[src/rtl/pu_layer_sequencer.sv]
// pu_layer_sequencer: multi-layer PU loop controller. Holds a writable
// per-layer config table and, for each layer, walks the oc/ic/row loops
// issuing one vecgen read request per loop point, with optional pooling
// drain, abort and sticky reserved-type error.
module pu_layer_sequencer #(
  parameter int unsigned NUM_LAYERS        = 16,
  parameter int unsigned LAYER_PARAM_WIDTH = 10,
  parameter int unsigned STRIDE_SIZE_W     = 3,
  parameter int unsigned L_TYPE_WIDTH      = 2,
  parameter int unsigned LAYER_W           = $clog2(NUM_LAYERS),
  parameter int unsigned CFG_WIDTH         = L_TYPE_WIDTH + 1 + STRIDE_SIZE_W + 4 * LAYER_PARAM_WIDTH
) (
  input  logic                         clk,
  input  logic                         reset,
  input  logic                         cfg_wr_en,
  input  logic [LAYER_W-1:0]           cfg_wr_addr,
  input  logic [CFG_WIDTH-1:0]         cfg_wr_data,
  input  logic [LAYER_W-1:0]           num_layers_m1,
  input  logic                         start,
  input  logic                         abort,
  input  logic                         pu_ready,
  input  logic                         rd_ready,
  input  logic                         pool_done,
  output logic                         rd_req,
  output logic                         busy,
  output logic                         layer_start,
  output logic                         layer_done,
  output logic                         done,
  output logic                         err,
  output logic [LAYER_W-1:0]           layer_idx,
  output logic [LAYER_PARAM_WIDTH-1:0] cur_oc,
  output logic [LAYER_PARAM_WIDTH-1:0] cur_ic,
  output logic [LAYER_PARAM_WIDTH-1:0] cur_row,
  output logic [L_TYPE_WIDTH-1:0]      l_type,
  output logic [LAYER_PARAM_WIDTH-1:0] kh_m1,
  output logic [STRIDE_SIZE_W-1:0]     stride,
  output logic                         pool
);

  localparam int unsigned PW     = LAYER_PARAM_WIDTH;
  localparam int unsigned SW     = STRIDE_SIZE_W;
  localparam int unsigned KH_LSB = 0;
  localparam int unsigned IH_LSB = PW;
  localparam int unsigned IC_LSB = 2 * PW;
  localparam int unsigned OC_LSB = 3 * PW;
  localparam int unsigned ST_LSB = 4 * PW;
  localparam int unsigned PL_BIT = 4 * PW + SW;
  localparam int unsigned LT_LSB = 4 * PW + SW + 1;

  localparam logic [L_TYPE_WIDTH-1:0] LT_CONV = L_TYPE_WIDTH'(0);
  localparam logic [L_TYPE_WIDTH-1:0] LT_NORM = L_TYPE_WIDTH'(2);
  localparam logic [L_TYPE_WIDTH-1:0] LT_RSVD = L_TYPE_WIDTH'(3);

  localparam logic [2:0] S_IDLE = 3'd0;
  localparam logic [2:0] S_CFG  = 3'd1;
  localparam logic [2:0] S_WAIT = 3'd2;
  localparam logic [2:0] S_RUN  = 3'd3;
  localparam logic [2:0] S_POOL = 3'd4;
  localparam logic [2:0] S_NEXT = 3'd5;
  localparam logic [2:0] S_FIN  = 3'd6;

  logic [2:0]              state_q, state_d;
  logic [CFG_WIDTH-1:0]    cfg_tbl_q [NUM_LAYERS];
  logic [CFG_WIDTH-1:0]    cfg_rd;
  logic [LAYER_W-1:0]      nl_q, nl_d;
  logic [LAYER_W-1:0]      idx_q, idx_d;
  logic                    err_q, err_d;
  logic                    ls_q, ls_d;
  logic                    ld_q, ld_d;
  logic [L_TYPE_WIDTH-1:0] lt_q, lt_d;
  logic                    pool_q, pool_d;
  logic [SW-1:0]           stride_q, stride_d;
  logic [PW-1:0]           kh_q, kh_d;
  logic [PW-1:0]           ih_q, ih_d;
  logic [PW-1:0]           icm_q, icm_d;
  logic [PW-1:0]           ocm_q, ocm_d;
  logic [PW-1:0]           row_q, row_d;
  logic [PW-1:0]           ic_q, ic_d;
  logic [PW-1:0]           oc_q, oc_d;
  logic [PW:0]             step;
  logic [PW:0]             row_sum;
  logic                    xfer;
  logic                    row_wrap;
  logic                    ic_wrap;
  logic                    oc_wrap;

  assign cfg_rd = cfg_tbl_q[idx_q];
  assign xfer   = rd_req && rd_ready;

  // Config table: writable only while idle; contents are not reset.
  always_ff @(posedge clk) begin
    if (state_q == S_IDLE && cfg_wr_en) begin
      cfg_tbl_q[cfg_wr_addr] <= cfg_wr_data;
    end
  end

  // Row step (stride 0 behaves as 1) and the widened row sum used for the wrap test.
  always_comb begin
    step = '0;
    step[SW-1:0] = stride_q;
    if (stride_q == '0) begin
      step = (PW+1)'(1);
    end
    row_sum = {1'b0, row_q} + step;
  end

  // Loop wrap conditions; collapsed loops (row for IP/norm, ic for norm) always wrap.
  always_comb begin
    row_wrap = 1'b1;
    if (lt_q == LT_CONV) begin
      row_wrap = row_sum > {1'b0, ih_q};
    end
    ic_wrap = row_wrap && ((lt_q == LT_NORM) || (ic_q == icm_q));
    oc_wrap = ic_wrap && (oc_q == ocm_q);
  end

  // Sequencer next-state: abort overrides every other transition.
  always_comb begin
    state_d  = state_q;
    nl_d     = nl_q;
    idx_d    = idx_q;
    err_d    = err_q;
    ls_d     = 1'b0;
    ld_d     = 1'b0;
    lt_d     = lt_q;
    pool_d   = pool_q;
    stride_d = stride_q;
    kh_d     = kh_q;
    ih_d     = ih_q;
    icm_d    = icm_q;
    ocm_d    = ocm_q;
    row_d    = row_q;
    ic_d     = ic_q;
    oc_d     = oc_q;
    if (abort && state_q != S_IDLE) begin
      state_d = S_IDLE;
    end else begin
      case (state_q)
        S_IDLE: begin
          if (start) begin
            state_d = S_CFG;
            nl_d    = num_layers_m1;
            idx_d   = '0;
            err_d   = 1'b0;
          end
        end
        S_CFG: begin
          lt_d     = cfg_rd[LT_LSB +: L_TYPE_WIDTH];
          pool_d   = cfg_rd[PL_BIT];
          stride_d = cfg_rd[ST_LSB +: SW];
          ocm_d    = cfg_rd[OC_LSB +: PW];
          icm_d    = cfg_rd[IC_LSB +: PW];
          ih_d     = cfg_rd[IH_LSB +: PW];
          kh_d     = cfg_rd[KH_LSB +: PW];
          row_d    = '0;
          ic_d     = '0;
          oc_d     = '0;
          if (cfg_rd[LT_LSB +: L_TYPE_WIDTH] == LT_RSVD) begin
            err_d   = 1'b1;
            state_d = S_NEXT;
          end else begin
            ls_d    = 1'b1;
            state_d = S_WAIT;
          end
        end
        S_WAIT: begin
          if (pu_ready) begin
            state_d = S_RUN;
          end
        end
        S_RUN: begin
          if (xfer) begin
            if (!row_wrap) begin
              row_d = row_sum[PW-1:0];
            end else begin
              row_d = '0;
              if (!ic_wrap) begin
                ic_d = ic_q + PW'(1);
              end else begin
                ic_d = '0;
                if (!oc_wrap) begin
                  oc_d = oc_q + PW'(1);
                end else begin
                  oc_d    = '0;
                  ld_d    = 1'b1;
                  state_d = pool_q ? S_POOL : S_NEXT;
                end
              end
            end
          end
        end
        S_POOL: begin
          if (pool_done) begin
            state_d = S_NEXT;
          end
        end
        S_NEXT: begin
          if (idx_q == nl_q) begin
            state_d = S_FIN;
          end else begin
            idx_d   = idx_q + LAYER_W'(1);
            state_d = S_CFG;
          end
        end
        S_FIN:   state_d = S_IDLE;
        default: state_d = S_IDLE;
      endcase
    end
  end

  // State and datapath registers.
  always_ff @(posedge clk or negedge reset) begin
    if (!reset) begin
      state_q  <= S_IDLE;
      nl_q     <= '0;
      idx_q    <= '0;
      err_q    <= 1'b0;
      ls_q     <= 1'b0;
      ld_q     <= 1'b0;
      lt_q     <= '0;
      pool_q   <= 1'b0;
      stride_q <= '0;
      kh_q     <= '0;
      ih_q     <= '0;
      icm_q    <= '0;
      ocm_q    <= '0;
      row_q    <= '0;
      ic_q     <= '0;
      oc_q     <= '0;
    end else begin
      state_q  <= state_d;
      nl_q     <= nl_d;
      idx_q    <= idx_d;
      err_q    <= err_d;
      ls_q     <= ls_d;
      ld_q     <= ld_d;
      lt_q     <= lt_d;
      pool_q   <= pool_d;
      stride_q <= stride_d;
      kh_q     <= kh_d;
      ih_q     <= ih_d;
      icm_q    <= icm_d;
      ocm_q    <= ocm_d;
      row_q    <= row_d;
      ic_q     <= ic_d;
      oc_q     <= oc_d;
    end
  end

  // Request is masked by abort so an aborting cycle can never complete a transfer.
  assign rd_req      = (state_q == S_RUN) && !abort;
  assign busy        = (state_q != S_IDLE);
  assign layer_start = ls_q;
  assign layer_done  = ld_q;
  assign done        = (state_q == S_FIN);
  assign err         = err_q;
  assign layer_idx   = idx_q;
  assign cur_oc      = oc_q;
  assign cur_ic      = ic_q;
  assign cur_row     = row_q;
  assign l_type      = lt_q;
  assign kh_m1       = kh_q;
  assign stride      = stride_q;
  assign pool        = pool_q;

endmodule

[config.mk]
export PLATFORM = sky130hd
export DESIGN_NAME = pu_layer_sequencer
export DESIGN_NICKNAME = d
export VERILOG_FILES = /design/src/rtl/pu_layer_sequencer.sv
export SDC_FILE = /design/constraint.sdc
export NUM_CORES = 1
export LEC_CHECK = 0
export CAP_MARGIN = 15
export CELL_PAD_IN_SITES_DETAIL_PLACEMENT = 0
export CELL_PAD_IN_SITES_GLOBAL_PLACEMENT = 2
export CORE_ASPECT_RATIO = 1.4
export CORE_MARGIN = 2
export CORE_UTILIZATION = 40
export DETAILED_ROUTE_END_ITERATION = 10
export PLACE_DENSITY_LB_ADDON = 0.3
export SETUP_SLACK_MARGIN = 0.02
export SKIP_LAST_GASP = 1
export SLEW_MARGIN = 30
export SYNTH_ARGS = -nofsm -noshare
export SYNTH_HDL_FRONTEND = slang
export SYNTH_SLANG_ARGS = --single-unit
[constraint.sdc]
create_clock -name clk -period 13.4 [get_ports clk]
set_clock_uncertainty 0.15 [all_clocks]
set_input_delay 1.34 -clock clk [delete_from_list [all_inputs] [get_ports clk]]
set_output_delay 1.34 -clock clk [all_outputs]
set_load 0.02 [all_outputs]
==> results of run 1 <==
-- final cells by class --
class                      count  area [sq um]
antenna                        1         2.502
clock inverter                39         415.4
clock buffer                 106          2161
timing repair buffer         158          1619
sequential                   826         24360
multi-input combinational    872          8138
fill                        6905         43470
inverter                      27         101.3
tap                         1071          1340
-- cell families (layout without fill, tap and decap cells) --
kind of cell | Yosys count | after routing | share of synthesized area, %
DFF | 826 | 826 | 73.96
AOI/OAI and AO/OA | 321 | 321 | 7.417
muxes | 284 | 284 | 12.15
and+or+nand+nor | 216 | 216 | 3.165
buffers and inverters | 133 | 330 | 1.733
xor gates and xnor gates | 34 | 34 | 0.9044
adders and majority gates | 17 | 17 | 0.6688
other | 0 | 1 | 0
-- where the power goes --
part	switching (W)	internal, W	total, W
combinational	0.000658	0.000573	0.00123
sequential	0.000146	0.00295	0.00310
clock	0.000943	0.00129	0.00223
-- final timing paths --
kind / from / to / slack, ns / cells after the start
min in group asynchronous: reset / layer_start$_DFF_PN0_ / 0.67 / 1
max in group asynchronous: reset / icm_q[4]$_DFFE_PN0P_ / 11.22 / 2
min reg2reg: kh_m1[3]$_DFFE_PN0P_ / kh_m1[3]$_DFFE_PN0P_ / 0.33 / 1
max: abort / rd_req / 8.61 / 3
min: kh_m1[3]$_DFFE_PN0P_ / kh_m1[3]$_DFFE_PN0P_ / 0.33 / 1
max reg2reg: stride[1]$_DFFE_PN0P_ / cur_oc[2]$_DFFE_PN0P_ / 8.62 / 16
-- state kept, by name, summed over array words and instances, names as in the netlist, 2 cells and up --
name / cells
cfg_tbl_q: 736
cur_ic: 10
cur_oc: 10
cur_row: 10
icm_q: 10
ih_q: 10
kh_m1: 10
l_type: 2
layer_idx: 4
nl_q: 4
ocm_q: 10
state_q: 3
stride: 3
-- per-layer routing --
| layer | track usage [%] | up-vias | routed length, um |
|---|---|---|---|
| met4 | 5.936 | 6 | 1713 |
| li1 | - | 7736 | - |
| met5 | 0 | - | 41 |
| met1 | 25.12 | 9273 | 34170 |
| met2 | 34.16 | 431 | 41690 |
| met3 | 2.879 | 104 | 3847 |
-- metrics by stage --
| stage | worst slack, ns | std cells | util, % |
|---|---|---|---|
| 6_report | 8.612 | 3100 | 46.74 |
| 5_1_grt | 8.143 | 3100 | 46.74 |
| 4_1_cts | 8.573 | 3094 | 46.56 |
| 3_5_place_dp | 8.605 | 2949 | 43.40 |
| 3_3_place_gp | 8.635 | 2949 | 43.37 |
| 2_1_floorplan | 7.824 | 1831 | - |
-- cell usage after synthesis, drive strengths merged (10+ instances only) --
cell type	instances	share of area [%]
nand2	92	1.0
o221ai	91	2.4
nand4	11	0.23
buf	47	0.75
mux2i	186	5.7
nand3	25	0.38
nor2	33	0.38
xnor2	28	0.74
nor3	10	0.20
ha	16	0.61
clkbuf	59	0.68
a211oi	45	1.0
dfrtp	90	6.8
o21ai	20	0.32
a21o	48	1.1
and3	11	0.22
a21oi	15	0.23
mux4	92	6.3
inv	27	0.31
edfxtp	736	67
o22ai	50	0.95
-- critical path, delay by kind of cell --
family | cells | cell delay [ns]
buffers and inverters | 2 | 1.30
and+or+nand+nor | 1 | 0.65
-- layout by cell type (no fill, tap or decap), types with 26 or more instances in the layout --
cell type / count
a211oi_1: 44
edfxtp_1: 736
nand2_1: 91
dfrtp_1: 86
clkbuf_16: 81
a21o_1: 46
mux2i_1: 186
mux4_2: 92
inv_1: 26
clkdlybuf4s50_1: 116
o22ai_1: 50
xnor2_1: 28
o221ai_1: 91
buf_4: 28
==> impl_metrics.tcl, run 1 <==
set metrics [dict create \
    crit_top_cell "clkdlybuf4s50_1" \
    tightestPinTransition_ns 0.9878 \
    rows 124 \
    fin_setup_tns_ns 0 \
    synth_area_sq_um 32930 \
    die-area_sq_um 84660 \
    postCtsHoldBufs 0 \
    htreeDepth 3 \
    grt-ovfl-total 0 \
    slew_violations 0 \
    ys.flop_type "edfxtp_1" \
    antenna_found_initial 5 \
    p_total_w 0.006561 \
    clock-root-buffer "clkbuf_16" \
    ys_seq_elements 826 \
    drc 0 \
    path_clk_slew_ns 0.06 \
    coreArea_sq_um 81610 \
    die_y_um 343.5 \
    maxCapViolCount 0 \
    relSlewSlack_pct 34.15 \
    clkSinkCount 826 \
    viasPerCell 5.661 \
    detail_route.wl_per_cell_um 26.28 \
    io_buffer_count 117 \
    grt_util_all_layers_pct 19.52 \
    powerDensity_nw_per_um2 172.0 \
    drt-initial-drc-count 1234 \
    worstSetupEndpointType "output port" \
    start_util_pct 40.35 \
    yosysSeqAreaShare_pct 73.96 \
    crit_required_ns 11.91 \
    synth_edf_count 736 \
    fmax_mhz 208.9 \
    design_area_sq_um 38140 \
    ios 118 \
    cts.repair.resized 0 \
    fin_crit_ns 4.788 \
    syn2layout_area_growth_pct 15.83 \
    synth-async-reset-ratio_pct 10.90 \
    clk_path_buf_depth 3 \
    syn_nets 1910 \
    cts_buffers 79 \
    gp_congestion 0.7893 \
    grt_max_degree 119 \
    worstPathArrival_ns 3.30 \
    avgSynthCellArea_sq_um 17.98 \
    yosysWarnings 0 \
    place_area_sq_um 35420 \
    ir_drop_mv 0.07875 \
    cts_tree "done" \
    rsz0062_at_grt "false" \
    hold_viol 0 \
    grt_pass1_vias 18100 \
    crit_path_top_delay_cell "clkdlybuf4s50_1" \
    holdWs_ns 0.3300 \
    worstSetupPathType "primary input to output port" \
    post-cts-setup-buffers 0 \
    setup_violations 0 \
    clkLatencyLatePin_ns 0.64 \
    min_period_over_period_pct 35.73 \
    die_w_um 246.5 \
    slowest_delay_ns 0.74 \
    hpwlAfterDp_um 42360 \
    final_nets 2043 \
    p_leak_nw 12.12 \
    hold_path.class "flip-flop to flip-flop" \
    yosys.cell_types.count 73 \
    crit_chain "clkdlybuf4s50_1, nor3_1, clkdlybuf4s50_1" \
    ant_nets 0 \
    drive_above_1_share_pct 14.69 \
    start_kind "primary input" \
    synth_cells 1831 \
    routed_wl_um 81460 \
    worstPathMaxFanout 9 \
    grt_pass1_wl_um 120100 \
    drt-pass1-iter-count 7 \
    via_count 17550 \
    status "finished clean" \
]
Note: power is estimated with default switching activity, not from simulation.
==> inputs of run 2 (changes only) <==
==> constraint.sdc (replaced) <==
create_clock -name clk -period 4.1 [get_ports clk]
set_clock_uncertainty 0.15 [all_clocks]
set_input_delay 0.41 -clock clk [delete_from_list [all_inputs] [get_ports clk]]
set_output_delay 0.41 -clock clk [all_outputs]
set_load 0.02 [all_outputs]
==> run 2 against run 1 <==
Net effect: routed wire length up 3.3%; power rose to 3.3 times the previous value; hold slack worse by 0.16 ns; critical path depth up 13; global-route usage up 0.64 points; clock power rose to 3.2 times the previous value; flip-flop and latch count unchanged; worst setup slack worse by 8.4 ns; sequential power rose to 3.3 times the previous value.
==> impl_metrics.tcl, run 2 (synthesis results as in run 1) <==
set metrics [dict create \
    grt_util_all_layers_pct 20.16 \
    rsz0062_at_grt "true" \
    final_common_cell "edfxtp_1" \
    grt_pass1_vias 18510 \
    start_util_pct 40.35 \
    grt-ovfl-total 0 \
    clkSinkCount 826 \
    die_y_um 343.5 \
    detail_route.wl_per_cell_um 26.73 \
    clock-root-buffer "clkbuf_16" \
    ios 118 \
    fin_crit_ns 3.884 \
    fmax_mhz 257.5 \
    crit_start "stride[1]$_DFFE_PN0P_" \
    hold_viol 0 \
    via_count 17870 \
    r2r_slack_ns 0.22 \
    crit_path_top_delay_cell "or3_4" \
    final_cell_mix "736 x edfxtp_1, 186 x mux2i_1, 116 x clkdlybuf4s50_1, 92 x mux4_2" \
    viasPerCell 5.677 \
    crit_chain "o21bai_1, ha_2, inv_1, fa_2, nor2b_4, o21ai_0, inv_1, nand3_1, xnor2_2, ha_1, a21o_2, a21oi_1, o211ai_2, o21a_4, or3_4, o31ai_2" \
    crit_end "cur_ic[9]$_DFFE_PN0P_" \
    io_buffer_count 117 \
    start_kind "flip-flop" \
    hpwlAfterDp_um 47060 \
    grt_pass1_wl_um 124200 \
    utilization_pct 47.57 \
    p_total_w 0.02160 \
    worstSetupEndpointType "flip-flop" \
    htreeDepth 3 \
    ir_drop_mv 0.2994 \
    largest_register_ffs 736 \
    slew_violations 0 \
    tightestPinTransition_ns 0.9051 \
    largest_register "cfg_tbl_q" \
    powerDensity_nw_per_um2 556.5 \
    min_period_over_period_pct 94.72 \
    drt-initial-drc-count 1387 \
    syn2layout_area_growth_pct 17.90 \
    rows 124 \
    status "finished clean" \
    final_nets 2088 \
    worstSetupPathType "flip-flop to flip-flop" \
    crit_required_ns 4.49 \
    drive_above_1_share_pct 16.92 \
    grt_max_degree 97 \
    die_w_um 246.5 \
    slowest_delay_ns 0.43 \
    worstPathMaxFanout 6 \
    ant_nets 0 \
    drt-pass1-iter-count 5 \
    clkLatencyLatePin_ns 0.64 \
    relSlewSlack_pct 39.66 \
    cts_buffers 79 \
    reg2reg_depth 16 \
    coreArea_sq_um 81610 \
    drc 0 \
    path_clk_slew_ns 0.06 \
    gp_congestion 0.8065 \
    setup_violations 0 \
    maxCapViolCount 0 \
    antenna_found_initial 6 \
    clk_path_buf_depth 3 \
    worstPathArrival_ns 4.28 \
    die-area_sq_um 84660 \
    p_leak_nw 12.38 \
    timing.rr.start "stride[1]$_DFFE_PN0P_" \
    crit_top_cell "inv_1" \
    cts_tree "done" \
    routed_wl_um 84150 \
    hold_path.class "primary input to asynchronous set/reset pin" \
    reg2reg_to "cur_ic[9]$_DFFE_PN0P_" \
]
[run 2: cell count changes in the layout (fill, tap and decap cells not counted), sizes merged]
cell,change
clkinv,-10
bufinv,-2
buf,+44
dlygate4sd3,+1
clkbuf,-2
inv,+3
clkinvlp,+12
diode,+2
[run 2: per-stage QoR]
stage / worst slack (ns) / instances / hold WS (ns) / TNS (ns) / area, sq um
final: 0.2163 / 3148 / 0.1723 / 0 / 38820
after global routing: 0.01178 / 3147 / 0.2191 / 0 / 38820
after CTS: 0.04799 / 3143 / 0.1658 / 0 / 38760
after detailed placement: -0.05321 / 2996 / 0.2973 / -0.06432 / 36180
after global placement: -0.001017 / 2995 / 0.3136 / -0.001017 / 36160
after floorplan: 0.06187 / 1831 / -0.03559 / 0 / 32950
[run 2: worst min-delay path by stage]
stage                              startpoint                       end  slack (ns)  cells after the start
after detailed placement                reset  layer_idx[0]$_DFFE_PN0P_        0.30                      1
final                                   reset  layer_idx[1]$_DFFE_PN0P_        0.17                      2
after CTS                               reset      ocm_q[0]$_DFFE_PN0P_        0.17                      2
after global placement    ih_q[5]$_DFFE_PN0P_       ih_q[5]$_DFFE_PN0P_        0.31                      1
after floorplan                         reset     cur_ic[0]$_DFFE_PN0P_       -0.04                      0
after global routing                    reset  layer_idx[0]$_DFFE_PN0P_        0.22                      2
[run 2: repair_timing]
item / in CTS / in global routing
endpoints found under the hold margin: 36 / 0
pin swaps: 1 / 3
buffers inserted: 0 / 2
endpoints found under the setup margin: 7 / 22
resized for setup: 1 / 9
hold buffers: 1 / 0
[run 2: report_power, final]
group	internal, W	switching, W	leakage, nW
clock network	0.00413	0.00311	1.21
registers	0.00964	0.000417	7.78
logic	0.00202	0.00228	3.38
[run 2: routing by layer]
| metal | track usage (%) | routed length [um] |
|---|---|---|
| met3 | 2.801 | 3929 |
| met2 | 35.05 | 43540 |
| met5 | 0 | 34 |
| met1 | 26.21 | 34920 |
| met4 | 6.225 | 1732 |
[run 2: layout make-up]
type	instances	area (sq um)
clock buffer	104	2173
inverter	27	101.3
antenna	3	7.507
tap	1071	1340
clock inverter	42	391.6
sequential	826	24360
fill	6944	42790
multi-input combinational	872	8198
timing repair buffer	203	2246
[run 2: worst max-delay path, delay by kind of cell (launching register included)]
kind	cells	cell delay (ns)
AO/OA/AOI/OAI	7	1.34
XOR/XNOR	1	0.17
adder cells (fa/ha/maj)	3	0.92
buffers and inverters	2	0.15
flip-flops	1	0.37
AND/OR/NAND/NOR	3	0.69
==> inputs of run 3 (changes only) <==
--- a/config.mk
+++ b/config.mk
@@ -5,9 +5,8 @@
 export SDC_FILE = /design/constraint.sdc
 export NUM_CORES = 1
 export LEC_CHECK = 0
-export CAP_MARGIN = 15
-export CELL_PAD_IN_SITES_DETAIL_PLACEMENT = 0
-export CELL_PAD_IN_SITES_GLOBAL_PLACEMENT = 2
+export CELL_PAD_IN_SITES_DETAIL_PLACEMENT = 1
+export CELL_PAD_IN_SITES_GLOBAL_PLACEMENT = 1
 export CORE_ASPECT_RATIO = 1.4
 export CORE_MARGIN = 2
 export CORE_UTILIZATION = 40
==> run 3 against run 2 <==
Net effect: hold slack better by 0.053 ns; count of clock-buffer cells in the layout grew 8; clock power is 3.2% higher; non-clock buffer count fell by 15; combinational power grew 2%; sequential power about the same; first-iteration DRC count increased by 14%; sequential share of layout area rose by 0.12 points; power grew 1.8%; global-route usage up 0.75 points; worst setup slack improved by 0.051 ns; largest power group unchanged; highest routed layer unchanged.
==> impl_metrics.tcl, run 3 (synthesis results as in run 1) <==
set metrics [dict create \
    powerDensity_nw_per_um2 567.5 \
    start_util_pct 40.35 \
    setup_ws_ns 0.2669 \
    ant_nets 0 \
    pre_cts_ws_ns -0.006382 \
    p_leak_nw 12.39 \
    slew_violations 0 \
    drt-initial-drc-count 1585 \
    clock-root-buffer "clkbuf_16" \
    grt_util_all_layers_pct 20.91 \
    clk_path_buf_depth 3 \
    worstSetupEndpointType "flip-flop" \
    maxCapViolCount 0 \
    cts_buffers 79 \
    rows 124 \
    hold_viol 0 \
    r2r_slack_ns 0.27 \
    drc 0 \
    relSlewSlack_pct 34.83 \
    viasPerCell 5.786 \
    die-area_sq_um 84660 \
    timing.rr.start "stride[1]$_DFFE_PN0P_" \
    gp_congestion 0.8379 \
    die_y_um 343.5 \
    detail_route.wl_per_cell_um 27.93 \
    worstSetupPathType "flip-flop to flip-flop" \
    coreArea_sq_um 81610 \
    antenna_found_initial 6 \
    routed_wl_um 87410 \
    drive_above_1_share_pct 16.33 \
    ir_drop_mv 0.4252 \
    start_kind "flip-flop" \
    tightestPinTransition_ns 0.9744 \
    hold_path.class "primary input to asynchronous set/reset pin" \
    largest_register "cfg_tbl_q" \
    rsz0062_at_grt "false" \
    io_buffer_count 117 \
    drt-pass1-iter-count 5 \
    htreeDepth 3 \
    clkSinkCount 826 \
    grt-ovfl-total 0 \
    fin_crit_ns 3.833 \
    hpwlAfterDp_um 48550 \
    grt_max_degree 95 \
    cts_tree "done" \
    largest_register_ffs 736 \
    path_clk_slew_ns 0.07 \
    syn2layout_area_growth_pct 17.67 \
    final_common_cell "edfxtp_1" \
    grt_pass1_vias 19600 \
    via_count 18110 \
    final_cell_mix "736 x edfxtp_1, 186 x mux2i_1, 116 x clkdlybuf4s50_1, 92 x mux4_2" \
    worstPathArrival_ns 4.21 \
    p_total_w 0.02199 \
    final_nets 2073 \
    worstPathMaxFanout 13 \
    fmax_mhz 260.9 \
    ios 118 \
    status "finished clean" \
    clkLatencyLatePin_ns 0.63 \
    grt_pass1_wl_um 129100 \
    crit_required_ns 4.48 \
    min_period_over_period_pct 93.49 \
    crit_start "stride[1]$_DFFE_PN0P_" \
    setup_violations 0 \
    die_w_um 246.5 \
]
run 3: worst paths after layout:
kind,end,cells after the start
max in group asynchronous,ih_q[4]$_DFFE_PN0P_,3
min,nl_q[0]$_DFFE_PN0P_,3
min reg2reg,ih_q[8]$_DFFE_PN0P_,1
min in group clk,nl_q[3]$_DFFE_PN0P_,2
max,state_q[2]$_DFFE_PN0P_,16
max reg2reg,state_q[2]$_DFFE_PN0P_,16
run 3: critical path, stage by stage, from the launching register on:
cell and delay, ns:
dfrtp_1 0.38, o21bai_1 0.15, ha_2 0.19, inv_1 0.05, fa_2 0.35, nor2b_2 0.17, o21ai_0 0.12, buf_4 0.16
xnor2_1 0.13, ha_1 0.34, nand4_2 0.13, a21o_2 0.22, a211oi_2 0.20, buf_6 0.20, o2111ai_1 0.26, and2_1 0.26
o32ai_1 0.26
run 3: cell type report:
type | instances | area (sq um)
Antenna cell | 1 | 2.502
Clock buffer | 112 | 2296
Clock inverter | 33 | 360.3
Fill cell | 7650 | 42860
Inverter | 27 | 101.3
Multi-Input combinational cell | 872 | 8194
Sequential cell | 826 | 24360
Tap cell | 1071 | 1340
Timing Repair Buffer | 188 | 2087
run 3: metrics by stage:
stage / hold slack (ns) / utilization, % / TNS [ns] / area, sq um / std cells
after floorplan: -0.03559 / - / 0 / 32950 / 1831
after global placement: 0.3178 / 44.15 / 0 / 36030 / 2982
after detailed placement: 0.3201 / 44.15 / -0.006382 / 36030 / 2982
after CTS: 0.2195 / 47.42 / 0 / 38700 / 3128
after global routing: 0.2514 / 47.48 / 0 / 38740 / 3130
final: 0.2251 / 47.48 / 0 / 38740 / 3130
run 3: report_power, final:
part	switching, W	internal (W)
Clock	0.00312	0.00435
Combinational	0.00233	0.00205
Sequential	0.000492	0.00964
run 3: per-layer routing:
metal / share of wire [%] / wire length, um / track usage (%) / vias to the layer above
met2: 52 / 45190 / 36.66 / 529
met5: 0.078 / 68 / 0 / -
met4: 2.8 / 2482 / 7.204 / 10
met1: 40 / 34840 / 26.22 / 9625
li1: - / - / - / 7802
met3: 5.5 / 4835 / 3.464 / 144
run 3: timing repair:
| item | in CTS | in global routing |
|---|---|---|
| hold endpoints to repair | 90 | 0 |
| hold buffers | 1 | 0 |
| pin swaps | 0 | 1 |
| setup buffers | 0 | 1 |
| resized for setup | 1 | 11 |
| endpoints found under the setup margin | 4 | 27 |
